File: config.mk
export PLATFORM = sky130hd
export DESIGN_NAME = serv_rf_port_flat
export DESIGN_NICKNAME = d
export VERILOG_FILES = /design/src/rtl/serv_rf_port_if.sv /design/src/rtl/serv_rf_port.sv /design/src/flat_wrapper.sv
export SDC_FILE = /design/constraint.sdc
export NUM_CORES = 1
export LEC_CHECK = 0
export CAP_MARGIN = 20
export CORE_MARGIN = 3
export CORE_UTILIZATION = 35
export DETAILED_ROUTE_END_ITERATION = 6
export PLACE_DENSITY_LB_ADDON = 0.1
export SLEW_MARGIN = 20
export SYNTH_ARGS = -nofsm -noshare
export SYNTH_HDL_FRONTEND = slang
export SYNTH_SLANG_ARGS = --single-unit
File: constraint.sdc
create_clock -name i_clk -period 4.5 [get_ports i_clk]
set_input_delay 1.125 -clock i_clk [delete_from_list [all_inputs] [get_ports i_clk]]
set_output_delay 1.125 -clock i_clk [all_outputs]
set_load 0.01 [all_outputs]
File: src/rtl/serv_rf_port_if.sv
// serv_rf_port_if: host-side request/response bundle for the regfile access port.
// Latency: none, wires only.
// Backpressure: the host holds i_req and its payload until o_ack.
interface serv_rf_port_if;
    logic        i_req;
    logic        i_we;
    logic [4:0]  i_addr;
    logic [31:0] i_wdata;
    logic        o_ack;
    logic [31:0] o_rdata;

    modport master (
        output i_req, i_we, i_addr, i_wdata,
        input  o_ack, o_rdata
    );

    modport slave (
        input  i_req, i_we, i_addr, i_wdata,
        output o_ack, o_rdata
    );
endinterface

File: src/rtl/serv_rf_port.sv
// serv_rf_port: word-parallel host access into the bit-serial regfile (initiator of rd/rs serial port).
// Latency: 33 cycles accept->o_ack (65 for writes with SERV_RF_PORT_VERIFY_EN), 1 cycle for a write to x0.
// Backpressure: host holds i_req until o_ack; acceptance waits while i_rf_busy is high in IDLE.
module serv_rf_port (
    input  logic                 i_clk,
    input  logic                 i_rst_n,
    serv_rf_port_if.slave        host,
    output logic                 o_busy,
    output logic                 o_err,
    input  logic                 i_rf_busy,
    output logic                 o_rf_rd_en,
    output logic [4:0]           o_rf_rd_addr,
    output logic                 o_rf_rd,
    output logic                 o_rf_rs_en,
    output logic [4:0]           o_rf_rs1_addr,
    input  logic                 i_rf_rs1
);
    localparam logic [2:0] S_IDLE   = 3'd0;
    localparam logic [2:0] S_WRITE  = 3'd1;
    localparam logic [2:0] S_READ   = 3'd2;
`ifdef SERV_RF_PORT_VERIFY_EN
    localparam logic [2:0] S_VERIFY = 3'd3;
`endif
    localparam logic [2:0] S_DONE   = 3'd4;

    logic [2:0]  state_q, state_d;
    logic [4:0]  cnt_q;
    logic [4:0]  addr_q;
    logic [31:0] wdata_q;
    logic [31:0] rdata_q;
    logic        accept;
    logic        wr_phase;
    logic        rs_phase;
    logic        last_bit;

    assign accept   = (state_q == S_IDLE) && host.i_req && !i_rf_busy;
    assign wr_phase = (state_q == S_WRITE);
    assign last_bit = (cnt_q == 5'd31);
`ifdef SERV_RF_PORT_VERIFY_EN
    assign rs_phase = (state_q == S_READ) || (state_q == S_VERIFY);
`else
    assign rs_phase = (state_q == S_READ);
`endif

    // Next-state decode; every serial phase is exactly 32 enable cycles.
    always_comb begin
        state_d = state_q;
        case (state_q)
            S_IDLE: begin
                if (accept) begin
                    if (!host.i_we)              state_d = S_READ;
                    else if (host.i_addr != 5'd0) state_d = S_WRITE;
                    else                         state_d = S_DONE;  // x0 is hardwired, skip the regfile
                end
            end
            S_WRITE: begin
`ifdef SERV_RF_PORT_VERIFY_EN
                if (last_bit) state_d = S_VERIFY;
`else
                if (last_bit) state_d = S_DONE;
`endif
            end
            S_READ: begin
                if (last_bit) state_d = S_DONE;
            end
`ifdef SERV_RF_PORT_VERIFY_EN
            S_VERIFY: begin
                if (last_bit) state_d = S_DONE;
            end
`endif
            S_DONE:  state_d = S_IDLE;
            default: state_d = S_IDLE;
        endcase
    end

    // State, bit counter and latched request; counter wraps 31->0 at the end of each phase.
    always_ff @(posedge i_clk or negedge i_rst_n) begin
        if (!i_rst_n) begin
            state_q <= S_IDLE;
            cnt_q   <= 5'd0;
            addr_q  <= 5'd0;
            wdata_q <= 32'd0;
        end else begin
            state_q <= state_d;
            if (accept) begin
                cnt_q   <= 5'd0;
                addr_q  <= host.i_addr;
                wdata_q <= host.i_wdata;
            end else if (wr_phase || rs_phase) begin
                cnt_q <= cnt_q + 5'd1;
            end
        end
    end

    // Deserialise LSB-first: after 32 shifts bit 0 lands in rdata_q[0].
    always_ff @(posedge i_clk or negedge i_rst_n) begin
        if (!i_rst_n) begin
            rdata_q <= 32'd0;
        end else if (rs_phase) begin
            rdata_q <= {i_rf_rs1, rdata_q[31:1]};
        end
    end

`ifdef SERV_RF_PORT_VERIFY_EN
    logic err_q;

    // Sticky readback mismatch flag, cleared by the next accepted request.
    always_ff @(posedge i_clk or negedge i_rst_n) begin
        if (!i_rst_n) begin
            err_q <= 1'b0;
        end else if (accept) begin
            err_q <= 1'b0;
        end else if ((state_q == S_VERIFY) && (i_rf_rs1 != wdata_q[cnt_q])) begin
            err_q <= 1'b1;
        end
    end

    assign o_err = err_q;
`else
    assign o_err = 1'b0;
`endif

    assign o_busy        = (state_q != S_IDLE);
    assign host.o_ack    = (state_q == S_DONE);
    assign host.o_rdata  = rdata_q;
    assign o_rf_rd_en    = wr_phase;
    assign o_rf_rd       = wr_phase && wdata_q[cnt_q];
    assign o_rf_rd_addr  = wr_phase ? addr_q : 5'd0;
    assign o_rf_rs_en    = rs_phase;
    assign o_rf_rs1_addr = rs_phase ? addr_q : 5'd0;
endmodule
File: src/flat_wrapper.sv
// flat-port wrapper written by rule: the top's interface ports become plain ports
module serv_rf_port_flat 
  (i_clk, i_rst_n, o_busy, o_err, i_rf_busy, o_rf_rd_en, o_rf_rd_addr, o_rf_rd, o_rf_rs_en, o_rf_rs1_addr, i_rf_rs1, host_i_req, host_i_we, host_i_addr, host_i_wdata, host_o_ack, host_o_rdata);
  serv_rf_port_if host_i ();
  input  logic i_clk;
  input  logic i_rst_n;
  output logic o_busy;
  output logic o_err;
  input  logic i_rf_busy;
  output logic o_rf_rd_en;
  output logic [4:0] o_rf_rd_addr;
  output logic o_rf_rd;
  output logic o_rf_rs_en;
  output logic [4:0] o_rf_rs1_addr;
  input  logic i_rf_rs1;
  input wire logic [$bits(host_i.i_req)-1:0] host_i_req;
  input wire logic [$bits(host_i.i_we)-1:0] host_i_we;
  input wire logic [$bits(host_i.i_addr)-1:0] host_i_addr;
  input wire logic [$bits(host_i.i_wdata)-1:0] host_i_wdata;
  output wire logic [$bits(host_i.o_ack)-1:0] host_o_ack;
  output wire logic [$bits(host_i.o_rdata)-1:0] host_o_rdata;
  assign host_i.i_req = host_i_req;
  assign host_i.i_we = host_i_we;
  assign host_i.i_addr = host_i_addr;
  assign host_i.i_wdata = host_i_wdata;
  assign host_o_ack = host_i.o_ack;
  assign host_o_rdata = host_i.o_rdata;
  serv_rf_port u_core (.i_clk(i_clk), .i_rst_n(i_rst_n), .host(host_i), .o_busy(o_busy), .o_err(o_err), .i_rf_busy(i_rf_busy), .o_rf_rd_en(o_rf_rd_en), .o_rf_rd_addr(o_rf_rd_addr), .o_rf_rd(o_rf_rd), .o_rf_rs_en(o_rf_rs_en), .o_rf_rs1_addr(o_rf_rs1_addr), .i_rf_rs1(i_rf_rs1));
endmodule
======== Word-level counts from Yosys, hierarchy flattened ========
Cells that the tools add are included.
operators by class
  muxes and demuxes ....................... 11
  $add $sub $neg .......................... 1
  order comparisons ....................... 1
  equality and inequality tests ........... 6
  reductions and logical operators ........ 11
operators with widths
  cell                                                                           count
  5-bit 2-to-1 mux                                                               4
  3-bit 2-to-1 mux                                                               4
  5-bit by 6-bit less-than comparator with 1-bit output (second input constant)  1
  3-bit case mux with 2 select lines                                             1
  5-bit by 1-bit adder with 5-bit output (second input constant)                 1
  1-bit binary-select mux with 5-bit select                                      1
  5-bit equality test (second input constant)                                    1
  5-bit nonzero test                                                             1
  2-bit by 1-bit inequality test with 1-bit output (second input constant)       2
  3-bit by 1-bit equality test with 1-bit output (second input constant)         1
  3-bit by 2-bit equality test with 1-bit output (second input constant)         1
  3-bit equality test (second input constant)                                    1
  1-bit logical AND                                                              3
  3-bit zero test                                                                1
  3-bit nonzero test                                                             1
  2-bit AND reduction                                                            1
  2-bit nonzero test                                                             1
  2-bit OR reduction                                                             1
  1-bit zero test                                                                1
  1-bit logical OR                                                               1
  1-bit 2-to-1 mux                                                               1
storage, ports and cells
  register bits ........................... 77
  logic and storage cells ................. 35
  output and inout bits ................... 48

======== Longest topological paths before layout ========
  depth after elaboration ................. 5
  depth in mapped cells ................... 6

======== Worst setup path before layout ========
Ideal clock, no wire load.
  kind .................................... register to output
  start ................................... reg u_core.cnt_q[0]
  end ..................................... out o_rf_rd
  arrival time ............................ 1.670 ns
  setup slack ............................. 1.705 ns
  required time ........................... 3.375 ns
  path buffers ............................ 1
  stages on the path, launching flop included .. 6
  cell sequence ........................... dfrtp_1 > buf_6 > mux4_1 > mux4_2 > nor2b_1 > nor3_1
between the ends
  cells in the longest elaborated chain, start to end .. 3
RTL lines
  what                                       line                 RTL
  from (decl)                                serv_rf_port.sv:27   logic [4:0] cnt_q;
  from (signal assigned)                     serv_rf_port.sv:90   cnt_q <= cnt_q + 5'd1;
  1-bit binary-select mux with 5-bit select  serv_rf_port.sv:127  assign o_rf_rd = wr_phase && wdata_q[cnt_q];
  1-bit 2-to-1 mux (not written as such)     serv_rf_port.sv:127
  1-bit logical AND                          serv_rf_port.sv:127
  to (decl)                                  flat_wrapper.sv:12   output logic o_rf_rd;
Every way passes these cells. The select of a mux whose other input is x is not followed.

======== Worst setup path in the final report ========
Ends and elaborated chain as after synthesis.

==> flow_summary.yaml <==
drt:
  dr.pass1.iters: 4
  via_per_inst: 4.73
  first_iter_violations: 57
  vias: 2117
  post-route-drc-count: 0
  ant_nets: 0
  avgRoutedWirePerCell_um: 14.9
  routed_wl_um: 6680
clock_tree:
  clock_latency_ps: 340
  clock_sinks: 77
  cts_buffers: 9
  cts_tree: "yes"
  cts.clk_slew.worst_paths_ps: 80
  cts_root_buffer: "clkbuf_8"
  postCtsSetupBuffers: 0
  ctsHoldBuffers: 0
  htreeDepth: 3
  cts_resized: 0
  cts_buffer_depth: 2
cells_and_area:
  final_common_cell: "clkdlybuf4s50_1"
  num_antenna_cells: 0
  synthToLayoutAreaGrowth_pct: 37.4
  drive_above_1_share_pct: 30.4
  postLayoutCellArea_sq_um: 4590
  mostFrequentLayoutCells: "88 x clkdlybuf4s50_1, 77 x dfrtp_1, 70 x mux2_2"
  nFillCells: 863
  final_nets: 359
critical_path:
  crit_fanout: 11
  cp-start-kind: "register"
  arrival_ps: 2810
  critical_path_class: "reg2out"
  crit_path_end_kind: "output pin"
  critical_path_required_ps: 3380
floorplanning:
  die_area_sq_um: 10800
  chipHeight_um: 104
  core_area_sq_um: 9280
  die_w_um: 104
  initial_core_util_pct: 36.0
  ios: 91
  rows: 35
placed_design:
  dp_hpwl_um: 4520
  place_congestion: 0.695
  place_ws_ps: 909
  placed_area_sq_um: 4370
  io_buffers: 89
power:
  power_frac_seq_pct: 41.9
  p_switching_w: 0.000803
  leakagePower_nw: 1.95
  p_total_w: 0.00272
  pwr-share-comb_pct: 36.8
  p_int_w: 0.00192
  swShare_pct: 29.5
  power_density_nw_per_um2: 592
  ir_drop_mv: 0.221
  clockPowerShare_pct: 21.3
synth:
  synthesis.area_sq_um: 3340
  synth_edf_count: 0
  ys_ff_latch: 77
  yosysSeqAreaShare_pct: 57.6
  yosysWarnings: 0
  synthXorXnorAreaFrac_pct: 0.786
  syn-num-nets: 268
  synth_top_cell_by_area: "dfrtp_1"
  synth_top_family_by_area: "multiplexers"
  ys_types: 31
  synth_flop_cell: "dfrtp_1"
  syn_inst: 223
  synthMuxAreaShare_pct: 30.3
  synth_compound_area_share_pct: 2.17
  synth-adder-area-share_pct: 0.748
  syn_avg_cell_area_sq_um: 15.0
  async_flop_share_pct: 100
  yosysTopAreaCellShare_pct: 57.6
  synthSimpleGateAreaFrac_pct: 5.99
  synth.area.top_cells: "dfrtp_1 58%, mux2_2 24%, mux4_1 4.7%"
timing:
  fin_tns_setup_ps: 0
  fmax_ghz: 0.254
  setup-violations-final: 0
  hold_viol: 0
  slew_violations: 0
  grt_setup_unrepaired: "false"
  layout_min_cycle_time_ps: 3940
  fin_crit_sh_pct: 87.5
  skew_ps: 8.68
  setup_slack_ps: 561
  tightest_slew_ps: 710
  slew_headroom_pct: 52.7
global_routing:
  grt_pass1_vias: 2221
  track_usage_pct: 12.8
  grt-busiest-layer: "met2"
  grt_overflow: 0
  antenna_found_initial: 0
  gr-usage-met1_pct: 16.2
  grt_max_degree: 78
  grt.met3_usage_pct: 3.93
  grt_pass1_wl_um: 11200
  met2_usage_pct: 21.0
worst_hold_path:
  min_path_type: "reg2reg"
run:
  drv_cap: 0
outcome:
  status: "completed"
==> worst max-delay path, cell delays in order (launching register included) <==
cell	delay (ps)
dfrtp_1	700
mux4_1	640
mux4_2	460
nor2b_1	120
nor3_1	70
clkdlybuf4s50_1	490
==> flip-flops by register name, indices dropped and copies added (netlist names) <==
| register | flops |
|---|---|
| u_core.state_q | 3 |
| u_core.host.o_rdata | 32 |
| u_core.cnt_q | 5 |
| u_core.wdata_q | 32 |
| u_core.addr_q | 5 |
==> through the flow <==
step / instances / hold WS (ps) / utilization, %
6_report: 448 / 504 / 49.5
3_5_place_dp: 432 / 491 / 47.0
2_1_floorplan: 223 / 472 / -
3_3_place_gp: 432 / 484 / 47.0
5_1_grt: 448 / 532 / 49.5
4_1_cts: 448 / 510 / 49.4
==> layout make-up <==
class                   count  area [sq um]  share of cell area [%]
clock buffers              10           138                    3.00
clock inverters             6          86.3                    1.88
inverters                   2          7.51                   0.163
multi-input cells         131          1350                    29.4
flip-flops and latches     77          1930                    41.9
well taps                 129           161                    3.51
repair buffers             93           922                    20.1
==> power groups by stage <==
stage	Combinational, W	Sequential (W)	Clock [W]
floorplan	0.000680	0.00108	0
global placement	0.00100	0.00116	0
detailed placement	0.00102	0.00116	0
CTS	0.00102	0.00115	0.000605
global route	0.00108	0.00118	0.000633
finish	0.00100	0.00114	0.000579
==> path summary, 6_finish.rpt <==
kind                                         start                  to  slack, ps  depth (start not counted)
worst max register to register   u_core.state_q[0]  u_core.wdata_q[20]       2490                          5
min in group asynchronous                  i_rst_n    u_core.addr_q[2]        790                          1
max in group asynchronous                  i_rst_n     u_core.cnt_q[0]       3210                          1
worst min register to register  u_core.wdata_q[25]  u_core.wdata_q[25]        500                          1
worst min-delay path            u_core.wdata_q[25]  u_core.wdata_q[25]        500                          1
worst max-delay path               u_core.cnt_q[0]             o_rf_rd        560                          5
==> Yosys cell counts (2+ instances only) <==
cell type,instances
mux4_1,6
ha_1,2
mux2_2,70
nand2b_1,2
o21ai_0,5
nand2_1,3
nor3b_1,2
nor3_1,4
nor2b_1,2
a21oi_1,3
nor2_1,5
buf_2,7
xor2_1,3
clkbuf_1,4
inv_1,2
mux4_2,3
and2_1,10
dfrtp_1,77
==> kinds of logic (layout without fill, tap and decap cells) <==
kind of cell,count (synthesis),in the layout
AO/OA/AOI/OAI,12,12
XOR/XNOR,3,3
adder cells (fa/ha/maj),2,2
buffers and inverters,15,111
flip-flops,77,77
multiplexers,79,79
other,1,1
AND/OR/NAND/NOR,34,34
==> routing by layer <==
metal | share of wire [%] | vias to the layer above
li1 | - | 992
met1 | 44 | 1063
met2 | 50 | 55
met3 | 5.0 | 7
met4 | 1.3 | 0
met5 | 0 | -
(Power assumes the default switching activity.)
